File: config.mk
export PLATFORM = sky130hd
export DESIGN_NAME = lcd_frame_sink
export DESIGN_NICKNAME = d
export VERILOG_FILES = /design/src/rtl/lcd_frame_sink.sv
export SDC_FILE = /design/constraint.sdc
export NUM_CORES = 1
export LEC_CHECK = 0
export BUFFER_PORTS_ARGS = -buffer_cell sky130_fd_sc_hd__buf_2
export CORE_ASPECT_RATIO = 0.7
export CORE_UTILIZATION = 60
export CTS_BUF_LIST = sky130_fd_sc_hd__clkbuf_2 sky130_fd_sc_hd__clkbuf_4 sky130_fd_sc_hd__clkbuf_8
export CTS_CLUSTER_SIZE = 10
export DETAILED_ROUTE_END_ITERATION = 6
export GPL_ROUTABILITY_DRIVEN = 0
export GPL_TIMING_DRIVEN = 0
export PLACE_DENSITY = 0.78
export SLEW_MARGIN = 20
export SYNTH_ARGS = -nofsm -noshare
export SYNTH_HDL_FRONTEND = slang
export SYNTH_SLANG_ARGS = --single-unit
File: constraint.sdc
create_clock -name clk -period 2.9 [get_ports clk]
set_input_delay 0.145 -clock clk [delete_from_list [all_inputs] [get_ports clk]]
set_output_delay 0.145 -clock clk [all_outputs]
set_load 0.01 [all_outputs]
File: src/rtl/lcd_frame_sink.sv
// Capture stage for the LCD pixel stream: double-buffered 4x4 frame store
// with per-frame sum/min/max and a ready/ack registered read port.
module lcd_frame_sink #(
  parameter int DW   = 8,
  parameter int NPIX = 16
) (
  input  logic          clk,
  input  logic          reset,
  input  logic [DW-1:0] pix_in,
  input  logic          pix_valid,
  input  logic          src_busy,
  input  logic [3:0]    rd_addr,
  output logic [DW-1:0] rd_data,
  output logic          frame_ready,
  input  logic          frame_ack,
  output logic [11:0]   frame_sum,
  output logic [DW-1:0] frame_min,
  output logic [DW-1:0] frame_max,
  output logic [7:0]    drop_cnt,
  output logic          err_short,
  output logic          err_long
);

  // IDLE: await first pixel | FILL: collecting pixels | FULL: publish/drop once, then wait busy low
  typedef enum logic [1:0] {S_IDLE, S_FILL, S_FULL} state_t;

  state_t        r_state, w_state_nx;
  logic [DW-1:0] r_bank [2][NPIX];
  logic          r_wsel;
  logic          r_pend;
  logic          r_busy_d;
  logic [3:0]    r_cnt;
  logic [11:0]   r_sum;
  logic [DW-1:0] r_min, r_max;

  logic          w_fall, w_wr, w_first, w_enter_full;
  logic          w_set_short, w_set_long, w_publish, w_drop;
  logic [3:0]    w_waddr;
  logic [11:0]   w_pix_ext;

  assign w_fall    = r_busy_d & ~src_busy;
  assign w_pix_ext = 12'(pix_in);
  assign w_waddr   = w_first ? 4'd0 : r_cnt;

  always_ff @(posedge clk or posedge reset) begin
    if (reset) r_state <= S_IDLE;
    else       r_state <= w_state_nx;
  end

  always_comb begin
    w_state_nx   = r_state;
    w_wr         = 1'b0;
    w_first      = 1'b0;
    w_enter_full = 1'b0;
    w_set_short  = 1'b0;
    w_set_long   = 1'b0;
    w_publish    = 1'b0;
    w_drop       = 1'b0;
    case (r_state)
      S_IDLE: begin
        if (pix_valid) begin
          w_wr       = 1'b1;
          w_first    = 1'b1;
          w_state_nx = S_FILL;
        end
      end
      S_FILL: begin
        if (w_fall) begin
          w_set_short = 1'b1;
          w_state_nx  = S_IDLE;
        end else if (pix_valid) begin
          w_wr = 1'b1;
          if (r_cnt == 4'(NPIX - 1)) begin
            w_enter_full = 1'b1;
            w_state_nx   = S_FULL;
          end
        end
      end
      S_FULL: begin
        w_set_long = pix_valid;
        // Completion is resolved exactly once, on the first FULL cycle.
        if (r_pend) begin
          w_publish = ~frame_ready | frame_ack;
          w_drop    = frame_ready & ~frame_ack;
        end
        if (!src_busy) w_state_nx = S_IDLE;
      end
      default: w_state_nx = S_IDLE;
    endcase
  end

  always_ff @(posedge clk or posedge reset) begin
    if (reset) begin
      r_wsel      <= 1'b0;
      r_pend      <= 1'b0;
      r_busy_d    <= 1'b0;
      r_cnt       <= '0;
      r_sum       <= '0;
      r_min       <= '0;
      r_max       <= '0;
      frame_ready <= 1'b0;
      frame_sum   <= '0;
      frame_min   <= '0;
      frame_max   <= '0;
      drop_cnt    <= '0;
      err_short   <= 1'b0;
      err_long    <= 1'b0;
    end else begin
      r_pend   <= w_enter_full;
      r_busy_d <= src_busy;

      if (w_first)          r_cnt <= 4'd1;
      else if (w_wr)        r_cnt <= r_cnt + 4'd1;
      else if (w_set_short) r_cnt <= '0;

      if (w_first) begin
        r_sum <= w_pix_ext;
        r_min <= pix_in;
        r_max <= pix_in;
      end else if (w_wr) begin
        r_sum <= r_sum + w_pix_ext;
        if (pix_in < r_min) r_min <= pix_in;
        if (pix_in > r_max) r_max <= pix_in;
      end

      if (w_publish) begin
        r_wsel      <= ~r_wsel;
        frame_sum   <= r_sum;
        frame_min   <= r_min;
        frame_max   <= r_max;
        frame_ready <= 1'b1;
      end else if (frame_ack) begin
        frame_ready <= 1'b0;
      end

      if (w_drop && drop_cnt != 8'hFF) drop_cnt <= drop_cnt + 8'd1;
      if (w_set_short) err_short <= 1'b1;
      if (w_set_long)  err_long  <= 1'b1;
    end
  end

  always_ff @(posedge clk) begin
    if (w_wr) r_bank[r_wsel][w_waddr] <= pix_in;
  end

  always_ff @(posedge clk or posedge reset) begin
    if (reset) rd_data <= '0;
    else       rd_data <= r_bank[~r_wsel][rd_addr];
  end

endmodule

Word-level counts from Yosys, hierarchy flattened. Memories as Yosys holds them, arrays and structs flattened. Index checks and enable logic that the tools add are counted.

Register bits after elaboration: 84. Memory bits (writable): 256. Input bits: 17. Output and inout port bits: 47. Word-level logic and storage cells: 95. Memories: 1.

Memory list: r_bank (depth 2, bits a word 128, read ports 1, clocked after memory_dff 0, write ports 1, line 28) `logic [DW-1:0] r_bank [2][NPIX];`.

Add/subtract/negate cells: 3. Magnitude comparators: 5. Equality and inequality tests: 8. Muxes and demuxes: 42. Bitwise gates (word level): 9. Reduce and logical (&&, ||, !) cells: 11.

Operators with widths (count): $mux W128 (1); $mux W8 (9); $bmux W8 S4 (1); $demux W8 S4 (1); $mux W12 (2); $mux W1 (17); $mux W4 (4); $add A12 B8 Y12 (1); $ge A5 B5 Y1 const B (2); $mux W2 (5); $not A4 Y5 (2); $add A8 B1 Y8 const B (1); $gt A8 B8 Y1 (1); $lt A8 B8 Y1 (1); $ne A8 B8 Y1 const B (1); $reduce_bool A2 Y1 (4); $ne A3 B3 Y1 const B (2); $pmux W2 S3 (1); $lt A5 B1 Y1 const B (1); $add A4 B1 Y4 const B (1); $eq A4 B4 Y1 const B (1); $ne A2 B2 Y1 const B (2); $not A1 Y1 (4); $reduce_and A2 Y1 (2); other kinds (9) (11).

Longest topological paths before layout. Gate-level depths: netlist of run 1.

Depth in word-level cells: 9. Gate-level depth with buffers: 8. Depth with buffers taken out: 8.

Worst setup path before layout of run 1. Ideal clock, no wire load.

Path type: reg-to-reg. Start point: register r_state[0]. End point: memory r_bank[1][24] in the netlist's numbering (enable). Library setup time: 0.370 ns. Arrival time: 1.648 ns. Data required time: 2.530 ns. Slack: 0.881 ns. Stages on the path, launching flop included: 7. Buffers on the path: 2. Period minus slack after synthesis: 2.019 ns. Path through: dfrtp_1 > buf_4 > or3b_1 > buf_6 > o21ai_0 > nand2_1 > nor2_1.

Word-level cells in the longest chain between the ends: 9. Elaborated cells on any way between the ends: 13. Classes of those cells: 2 x order compare; 1 x eq/ne; 7 x mux; 1 x bitwise; 2 x reduce/logical.

Ends and longest elaborated chain: start, declared (line 27) `state_t r_state, w_state_nx;`; start signal, assigned (line 47) `else r_state <= w_state_nx;`; $logic_not A2 Y1 (line 59) `case (r_state)`; $mux W1 (line 59); $mux W4 (line 43) `assign w_waddr = w_first ? 4'd0 : r_cnt;`; $not A4 Y5 (not written as such) (line 143) `if (w_wr) r_bank[r_wsel][w_waddr] <= pix_in;`; $ge A5 B5 Y1 (not written as such) / $lt A5 B1 Y1 (equally long branches) (line 143); $logic_and A1 B1 Y1 (not written as such) (line 143); $mux W8 (not written as such) (line 143); $demux W8 S4 (line 143); $mux W128 (not written as such) * (line 143); end, declared (line 28).

Every way passes the cells marked *; elsewhere a longest branch is shown, timed or not.

Worst setup path in the final report of run 1.
Start point: register r_state[0]. End point: memory r_bank[1][90] in the netlist's numbering (enable).

Same word-level chain as after synthesis.

==> results of run 1 <==
## registers in the layout (all words and copies together) (netlist names)
register and flops:
frame_ready 1, drop_cnt 8, err_short 1, r_max 8
r_state 2, r_min 8, frame_max 8, r_busy_d 1
r_cnt 4, rd_data 8, frame_sum 12, r_bank 256
r_pend 1, err_long 1, r_sum 12, r_wsel 1
frame_min 8
## synthesized netlist by cell type, types with 10 or more instances
cell type / count
dfrtp_1: 84
inv_1: 21
ha_1: 25
buf_6: 10
a21oi_1: 20
a211oi_1: 10
edfxtp_1: 256
o211ai_1: 11
nor2_1: 50
mux2_2: 28
mux4_2: 32
nand2_1: 35
buf_4: 13
a31oi_1: 11
a22oi_1: 28
o21ai_0: 15
nor2b_1: 17
nand3_1: 20
mux2i_1: 59
## metal layers
metal	GRT usage, %	share of wire [%]	up-vias
li1	-	-	3710
met1	39.9	46	4176
met2	37.4	44	380
met3	6.09	8.7	47
met4	6.51	1.5	0
met5	0	0	-
## critical path: stages (launching register included)
cell and delay (ps):
dfrtp_1 370, buf_4 180, or3b_1 370, buf_6 150, o21ai_0 70, nand2_1 280, nor2_1 760
## placed cells by master (no fill, tap or decap), drive strengths merged, types with 3 or more instances in the layout
master | netlist | final
a2111oi | 8 | 8
nand3 | 21 | 21
a21oi | 22 | 22
clkinv | 0 | 7
a22o | 9 | 9
nand4 | 6 | 6
nor2b | 18 | 18
mux2i | 59 | 59
nand3b | 3 | 3
nand2b | 6 | 6
xor2 | 7 | 7
nand2 | 36 | 36
xnor2 | 7 | 7
mux2 | 36 | 36
a31oi | 11 | 11
clkbuf | 5 | 88
nor3 | 8 | 8
buf | 35 | 96
edfxtp | 256 | 256
dfrtp | 84 | 84
nor2 | 54 | 54
a222oi | 7 | 7
inv | 21 | 23
o211ai | 11 | 11
mux4 | 32 | 32
a22oi | 28 | 28
dlygate4sd3 | 0 | 4
o21ai | 17 | 17
or2 | 3 | 3
ha | 25 | 25
a211oi | 10 | 10
a21o | 9 | 9
## kinds of logic (layout without fill, tap and decap cells)
logic type,count (synthesis),after routing,share of synthesized area (%)
AO/OA/AOI/OAI,148,148,7.57
XOR/XNOR,14,14,0.856
adder cells (fa/ha/maj),26,26,2.32
buffers and inverters,61,218,2.62
flip-flops,340,340,68.4
multiplexers,127,127,12.2
AND/OR/NAND/NOR,167,167,6.06
## worst max-delay path by stage
stage / start / end / slack (ps) / depth (start not counted)
2_1_floorplan: reset / drop_cnt[0] / 590 / 1
5_1_grt: r_state[1] / r_bank[0][73] / 210 / 6
6_report: r_state[0] / r_bank[1][90] / 340 / 6
4_1_cts: r_state[1] / r_bank[0][67] / 330 / 6
3_3_place_gp: reset / frame_max[6] / -510 / 2
3_5_place_dp: r_state[1] / r_bank[0][75] / 340 / 6
## cell type report
cell class              count  area, um^2  share of cell area, %
plain buffers              40         297                   1.84
clock buffers              83         973                   6.04
clock inverters             9        62.6                  0.388
inverters                  21        81.3                  0.505
multi-input cells         482        4150                   25.8
flip-flops and latches    340        9790                   60.7
well taps                 312         390                   2.42
repair buffers             65         368                   2.28
## where the power goes
part	total [uW]	switching, uW	leakage [uW]	internal [uW]
Combinational	1650	971	0.00232	680
Clock	3940	1820	0.000561	2130
Sequential	5690	188	0.00339	5500
Total	11300	2980	0.00627	8310
## through the flow
step	area (um^2)	total power, uW	TNS (ps)	hold slack [ps]
CTS	16100	11300	0	116
global route	16100	11700	0	165
finish	16100	11300	0	127
global placement	15000	7340	-42120	303
floorplan	14300	6930	0	176
detailed placement	15000	7410	0	181
==> key figures, run 1 <==
Run status
  • Status: complete, no violations

Clock network
  • CTS Root Cell: clkbuf_8
  • CTS buffer count: 49
  • CTS Sinks: 340
  • Clk_lat worst skew: 590 ps
  • CTS Buffer Depth: 3
  • H-tree levels: 2
  • Cts hold-fix bufs: 4
  • Post-CTS sizing: 0
  • CTS tree: yes
  • Total setup buffers inserted after CTS: 0
  • Clk slew on worst S/H paths: 70 ps

Setup path
  • Reg2Reg Setup Slack: 340 ps
  • Worst flop-to-flop path endpoint: r_bank[1][90]
  • Max Fanout on Critical Path: 10
  • Startpoint type of the worst setup path: flop
  • Worst setup EP type: flop
  • Setup CP Type: flop to flop
  • R2R cell count: 6
  • Arr. time, crit path: 2750 ps
  • Reg2reg start: r_state[0]
  • CP Data Required Time: 3090 ps

Logic synthesis
  • Yosys top cell area share: 53.7%
  • Synth top area cells: edfxtp_1 54%, dfrtp_1 15%, mux4_2 5.0%
  • Most common flop cell mapped by yosys: edfxtp_1
  • Register area share after synthesis: 68.4%
  • Mapped cell area: 14300 um^2
  • Post-synth cell types: 72
  • Post-Syn Instances: 883
  • Synth area leader: edfxtp_1
  • Avg Cell Area, Syn: 16.2 um^2
  • Synthesized Nets: 926
  • Number of synthesized flops with an enable pin: 256
  • Synth warnings: 0
  • Number of synthesized register bits: 340
  • Ys async rst share: 24.7%

Power and ir drop
  • PD cells: 700 nW/um^2
  • Worst VDD drop: 0.511 mV
  • Pleak: 0.00627 uW

Finish
  • Fillers: 1513
  • Synth-to-layout area growth: 12.5%
  • Final cell count without fillers: 1352
  • Net count, final: 1042
  • # diodes: 0
  • Post-Route Utilization: 70.0%
  • Share of cells above drive strength 1: 26.0%

Drt
  • Drt first pass iters: 5
  • WL/cell: 22.9 um
  • Via-to-Cell Ratio: 6.15
  • DRT Wirelength: 30900 um
  • Via count: 8313
  • Iter 0 DRT Violations: 796
  • DRC: 0
  • Antenna-violating nets left: 0

Floorplan
  • Initial Utilization: 62.2%
  • Core area: 23000 um^2
  • Die X: 187 um
  • Cell Rows: 46
  • Die H: 131 um
  • Die area: 24500 um^2
  • Top Ports: 64

GRT
  • Vias in the first global route: 8165
  • Largest net degree at the start of global routing: 56
  • Antenna violations before repair: 0
  • First-pass GRT wire length: 47800 um
  • Total GRT Usage: 25.9%
  • GRT overflow: 0

STA
  • Final setup viols: 0
  • Final period util: 88.3%
  • F_max: 391 MHz
  • RSZ-0062 raised after global routing: no
  • Final hold vios: 0
  • Slew HR: 41.8%
  • Actual slew at the worst max-slew pin: 870 ps
  • Setup ws final: 340 ps
  • Slew Viols, Final: 0
  • Clk_skew: 32.8 ps
  • Tmin final: 2560 ps

Hold path
  • Worst Hold Class: input pin to asynchronous set/reset pin

Placed design
  • Dpl cells: 1256
  • Hpwl dp: 19600 um
  • I/O Buffers: 60
  • Pre-CTS setup slack: 343 ps

Run
  • Number of max-cap violations: 0
(Power assumes the default switching activity.)
==> run 2, diff against run 1 <==
--- a/config.mk
+++ b/config.mk
@@ -13,7 +13,7 @@
 export DETAILED_ROUTE_END_ITERATION = 6
 export GPL_ROUTABILITY_DRIVEN = 0
 export GPL_TIMING_DRIVEN = 0
-export PLACE_DENSITY = 0.78
+export PLACE_DENSITY = 0.74
 export SLEW_MARGIN = 20
 export SYNTH_ARGS = -nofsm -noshare
 export SYNTH_HDL_FRONTEND = slang
==> run 2 against run 1 <==
  * The run now ends with DRC left
  * Sequential share of layout area hardly changed
  * Non-clock buffer count is the same
  * Routed wire length is 0.23% higher
  * Register-to-register slack worse by 50 ps
  * Combinational power about the same
  * Utilization hardly changed
  * Critical endpoint is now r_bank[0][91]
==> key figures, run 2 (synthesis gave the netlist of run 1 again) <==
Floorplan
  • Die area: 24500 um^2
  • Die H: 131 um
  • Core area: 23000 um^2
  • Top Ports: 64
  • Die X: 187 um
  • Initial Utilization: 62.2%
  • Cell Rows: 46

Setup path
  • Reg2reg start: r_state[0]
  • Buffers plus inverters on the worst setup path: 2
  • Reg2Reg Setup Slack: 290 ps
  • Startpoint type of the worst setup path: flop
  • Arr. time, crit path: 2800 ps
  • Worst flop-to-flop path endpoint: r_bank[0][91]
  • Crit path cell chain: buf_4 -> or3b_1 -> buf_6 -> o21ai_0 -> nand2_1 -> nor2_1
  • Crit path largest cell delay: 740 ps
  • Top Family by Delay on Critical Path: simple AND/OR/NAND/NOR gates
  • Setup CP Type: flop to flop
  • Slowest cell on crit path: nor2_1
  • Max Fanout on Critical Path: 10
  • CP Data Required Time: 3090 ps
  • Worst setup EP type: flop
  • R2R cell count: 6

Finish
  • Share of cells above drive strength 1: 25.3%
  • Largest register by flop count: r_bank
  • Post-Route Utilization: 70.0%
  • Commonest non-fill, non-tap cell in the layout: edfxtp_1
  • Final instance area: 16100 um^2
  • Top Registers: r_bank (256), frame_sum (12), r_sum (12)
  • Synth-to-layout area growth: 12.6%
  • Net count, final: 1043
  • Highest-count cells in the layout ignoring fill and taps: 256 x edfxtp_1, 84 x dfrtp_1, 69 x buf_2
  • # diodes: 0
  • Largest register FFs: 256

STA
  • Final period util: 89.9%
  • F_max: 384 MHz
  • Final setup viols: 0
  • Slew HR: 28.1%
  • Final hold vios: 0
  • Slew Viols, Final: 0
  • Actual slew at the worst max-slew pin: 1050 ps
  • Tmin final: 2610 ps
  • Worst hold slack: 104 ps
  • RSZ-0062 raised after global routing: no
  • Clk_skew: 20.7 ps

Drt
  • Antenna-violating nets left: 0
  • Drt first pass iters: 7
  • Via-to-Cell Ratio: 6.11
  • Via count: 8257
  • DRT Wirelength: 31000 um
  • DRC: 4
  • WL/cell: 22.9 um
  • Iter 0 DRT Violations: 808

Placed design
  • DP Area: 15000 um^2
  • I/O Buffers: 60
  • Hpwl dp: 19300 um

Clock network
  • Clk_lat worst skew: 580 ps
  • Total setup buffers inserted after CTS: 0
  • CTS Buffer Depth: 3
  • Cts hold-fix bufs: 4
  • CTS tree: yes
  • CTS Sinks: 340
  • CTS buffer count: 50
  • Post-CTS sizing: 0
  • H-tree levels: 2
  • Clk slew on worst S/H paths: 60 ps
  • CTS Root Cell: clkbuf_8

Run status
  • Status: finished, violations left
  • Failing checks: DRC

GRT
  • Antenna violations before repair: 0
  • First-pass GRT wire length: 47700 um
  • Total GRT Usage: 26.0%
  • GRT overflow: 0
  • Largest net degree at the start of global routing: 47
  • Vias in the first global route: 8141

Hold path
  • HP Start: rd_addr[2]
  • Hold path cells: 4
  • Worst Hold Class: input pin to flop
  • Hold endpoint: rd_data[3]

Power and ir drop
  • Pleak: 0.00626 uW
  • PD cells: 703 nW/um^2
  • Worst VDD drop: 0.384 mV

Run
  • Number of max-cap violations: 0
run 2: tightest hold or removal path: stages:
cell,delay (ps)
buf_2,130
nor3b_2,100
a22oi_1,170
nand3_1,90
run 2: power by group:
part | total, uW | switching [uW] | internal (uW) | leakage, uW
clock | 3960 | 1790 | 2170 | 0.000555
sequential | 5700 | 200 | 5500 | 0.00339
combinational | 1660 | 984 | 679 | 0.00232
total | 11300 | 2980 | 8350 | 0.00626
run 2: metal layers:
metal	part of all wire, %	up-vias	track usage [%]
met5	0	-	0
met4	1.3	0	5.46
met3	7.8	41	4.51
met2	45	352	38.4
met1	46	4166	40.7
li1	-	3698	-
run 2: through the flow:
step                power [uW]  TNS [ps]  instances  setup slack (ps)
floorplan                 6930         0        883               590
global route             11800         0       1352               199
finish                   11300         0       1352               292
CTS                      11400         0       1352               283
global placement          7360    -46150       1255              -560
detailed placement        7430         0       1256               271
run 2: layout make-up:
class	count	area [um^2]
fill	1519	6900
buffer	40	297
clock buffer	77	947
sequential	340	9790
multi-input combinational	482	4150
tap	312	390
clock inverter	15	98.8
timing repair buffer	65	368
inverter	21	81.3
run 2: worst max-delay path by stage:
stage	startpoint	end	slack (ps)	cells after the start
after detailed placement	r_state[0]	r_bank[0][94]	270	6
after floorplan	reset	drop_cnt[0]	590	1
after CTS	r_state[0]	r_bank[0][91]	280	6
final	r_state[0]	r_bank[0][91]	290	6
after global routing	r_state[1]	r_bank[0][21]	200	6
after global placement	reset	rd_data[1]	-560	2
==> run 3, diff against run 2 <==
--- a/config.mk
+++ b/config.mk
@@ -6,7 +6,7 @@
 export NUM_CORES = 1
 export LEC_CHECK = 0
 export BUFFER_PORTS_ARGS = -buffer_cell sky130_fd_sc_hd__buf_2
-export CORE_ASPECT_RATIO = 0.7
+export CORE_ASPECT_RATIO = 1.5
 export CORE_UTILIZATION = 60
 export CTS_BUF_LIST = sky130_fd_sc_hd__clkbuf_2 sky130_fd_sc_hd__clkbuf_4 sky130_fd_sc_hd__clkbuf_8
 export CTS_CLUSTER_SIZE = 10
==> constraint.sdc (replaced) <==
create_clock -name clk -period 2.5 [get_ports clk]
set_input_delay 0.125 -clock clk [delete_from_list [all_inputs] [get_ports clk]]
set_output_delay 0.125 -clock clk [all_outputs]
set_load 0.01 [all_outputs]
==> run 3 against run 2 <==
  * The flow finishes with violations (DRC, setup timing)
  * Utilization decreased by 1.0 points
  * Clock-buffer cell count down 17
  * Worst hold slack improved by 10 ps
  * Die area hardly changed
  * Register-to-register slack worse by 320 ps
  * Cell count fell by 0.15%
  * Clock skew shrank 5.8 ps
  * Clock power is 4% higher
  * Maximum frequency is 3.2% higher
  * Via count is 2.4% lower
  * Sequential share of layout area rose by 0.34 points
  * Critical endpoint is now r_bank[0][57]
  * Highest routed layer unchanged
==> key figures, run 3 (synthesis gave the netlist of run 1 again) <==
Run status
  • Status: finished, violations left
  • Failing checks: DRC, setup timing

Setup path
  • Reg2reg start: r_state[0]
  • Arr. time, crit path: 2730 ps
  • Crit path largest cell delay: 600 ps
  • Crit path from: r_state[0]
  • Max Fanout on Critical Path: 10
  • CP Data Required Time: 2710 ps
  • Crit path cell chain: buf_4 -> or3b_1 -> buf_6 -> o21ai_0 -> nand2_1 -> nor2_2
  • Reg2Reg Setup Slack: -30 ps
  • R2R cell count: 6
  • Worst setup EP type: flop
  • Slowest cell on crit path: nor2_2
  • CP endpoint: r_bank[0][57]
  • Startpoint type of the worst setup path: flop
  • Worst flop-to-flop path endpoint: r_bank[0][57]
  • Setup CP Type: flop to flop

Floorplan
  • Top Ports: 64
  • Die H: 191 um
  • Initial Utilization: 61.6%
  • Cell Rows: 68
  • Die X: 128 um
  • Die area: 24500 um^2
  • Core area: 23200 um^2

Power and ir drop
  • P_sw: 3360 uW
  • Pleak: 0.00619 uW
  • PD cells: 789 nW/um^2
  • Sw frac: 26.5%
  • Logic pwr share: 15.2%
  • Internal power: 9300 uW
  • Sequential share of power: 52.1%
  • Clk pwr share: 32.7%
  • Worst VDD drop: 0.767 mV

Finish
  • Final cell count without fillers: 1350
  • Fillers: 1559
  • Largest register by flop count: r_bank
  • Top Registers: r_bank (256), frame_sum (12), r_sum (12)
  • Highest-count cells in the layout ignoring fill and taps: 256 x edfxtp_1, 84 x dfrtp_1, 69 x buf_2
  • Reg area: 9790 um^2
  • Multi-input gate area: 4190 um^2
  • Post-Route Utilization: 69.0%
  • # diodes: 0
  • Net count, final: 1040
  • Share of cells above drive strength 1: 26.1%
  • Largest register FFs: 256
  • Final instance area: 16000 um^2
  • Commonest non-fill, non-tap cell in the layout: edfxtp_1
  • Synth-to-layout area growth: 12.0%

STA
  • Final setup viols: 16
  • Slew Viols, Final: 0
  • Final hold vios: 0
  • Final TNS setup: -261 ps
  • Actual slew at the worst max-slew pin: 1140 ps
  • Clk_skew: 14.9 ps
  • Slew HR: 22.1%
  • RSZ-0062 raised after global routing: yes
  • Tmin final: 2530 ps
  • Final period util: 101%
  • F_max: 396 MHz
  • Setup ws final: -26.3 ps

Clock network
  • CTS Sinks: 340
  • Clk slew on worst S/H paths: 70 ps
  • CTS Root Cell: clkbuf_8
  • CTS tree: yes
  • Clk_lat worst skew: 570 ps
  • CTS Buffer Depth: 3
  • H-tree levels: 2
  • CTS buffer count: 47

Drt
  • Iter 0 DRT Violations: 710
  • Via-to-Cell Ratio: 5.97
  • WL/cell: 21.6 um
  • DRT Wirelength: 29100 um
  • Drt first pass iters: 7
  • DRC: 14
  • Via count: 8062
  • Antenna-violating nets left: 0

Hold path
  • Worst Hold Class: input pin to asynchronous set/reset pin

Placed design
  • DP Area: 15000 um^2
  • I/O Buffers: 60
  • Hpwl dp: 19100 um
  • Pre-CTS setup slack: -166 ps
  • Dpl cells: 1259

Run
  • Number of max-cap violations: 0

GRT
  • Vias in the first global route: 8144
  • Largest net degree at the start of global routing: 54
  • Total GRT Usage: 25.0%
  • First-pass GRT wire length: 45100 um
  • Antenna violations before repair: 0
  • GRT overflow: 0
[run 3: cell count changes in the layout (fill, tap and decap cells not counted)]
cell	before	now
nor2_1	50	34
nor2_2	1	17
clkinv_8	1	0
clkinv_2	3	12
clkbuf_4	18	9
clkinv_1	10	14
clkbuf_8	59	51
[run 3: layer usage]
layer / wire length (um) / global-route usage (%)
met1: 11500 / 31.4
met5: 0 / 0
met4: 1120 / 10.5
met2: 15100 / 43.4
met3: 1460 / 3.78
[run 3: cell type report]
type / instances / area share [%]
sequential: 340 / 61.0
multi-input combinational: 482 / 26.2
clock buffer: 60 / 4.80
tap: 315 / 2.46
timing repair buffer: 65 / 2.29
buffer: 40 / 1.85
clock inverter: 27 / 0.890
inverter: 21 / 0.507
[run 3: critical path, delay by kind of cell (launching register included)]
family	cells	cell delay (ps)
AND/OR/NAND/NOR	3	1400
flip-flops	1	370
buffers and inverters	2	330
AO/OA/AOI/OAI	1	70
[run 3: repair_timing]
| item | CTS | global route |
|---|---|---|
| gates resized for setup | 9 | 7 |
| setup buffers | 0 | 0 |
| hold buffers | 4 | 0 |
| hold endpoints to repair | 91 | 0 |
| setup endpoints to repair | 72 | 206 |
| gates cloned | 0 | 0 |
[run 3: power by group through the flow]
stage / clock, uW / sequential (uW) / combinational [uW]
after floorplan: 0 / 6630 / 1410
after CTS: 4210 / 6590 / 1920
after global placement: 0 / 6700 / 1830
after detailed placement: 0 / 6710 / 1890
final: 4130 / 6600 / 1930
after global routing: 4430 / 6620 / 2140
[run 3: worst min-delay path by stage]
stage               startpoint      endpoint  slack [ps]  depth (start not counted)
CTS                      reset      r_min[2]         100                          3
finish                   reset   drop_cnt[6]         110                          3
global route             reset   drop_cnt[6]         160                          3
floorplan             src_busy      r_busy_d         160                          0
global placement      src_busy      r_busy_d         280                          1
detailed placement       reset  frame_max[4]         160                          2
[run 3: through the flow]
step / hold WS [ps] / power [uW]
6_report: 114 / 12700
5_1_grt: 156 / 13200
4_1_cts: 98.2 / 12700
3_5_place_dp: 162 / 8600
3_3_place_gp: 282 / 8530
2_1_floorplan: 156 / 8040
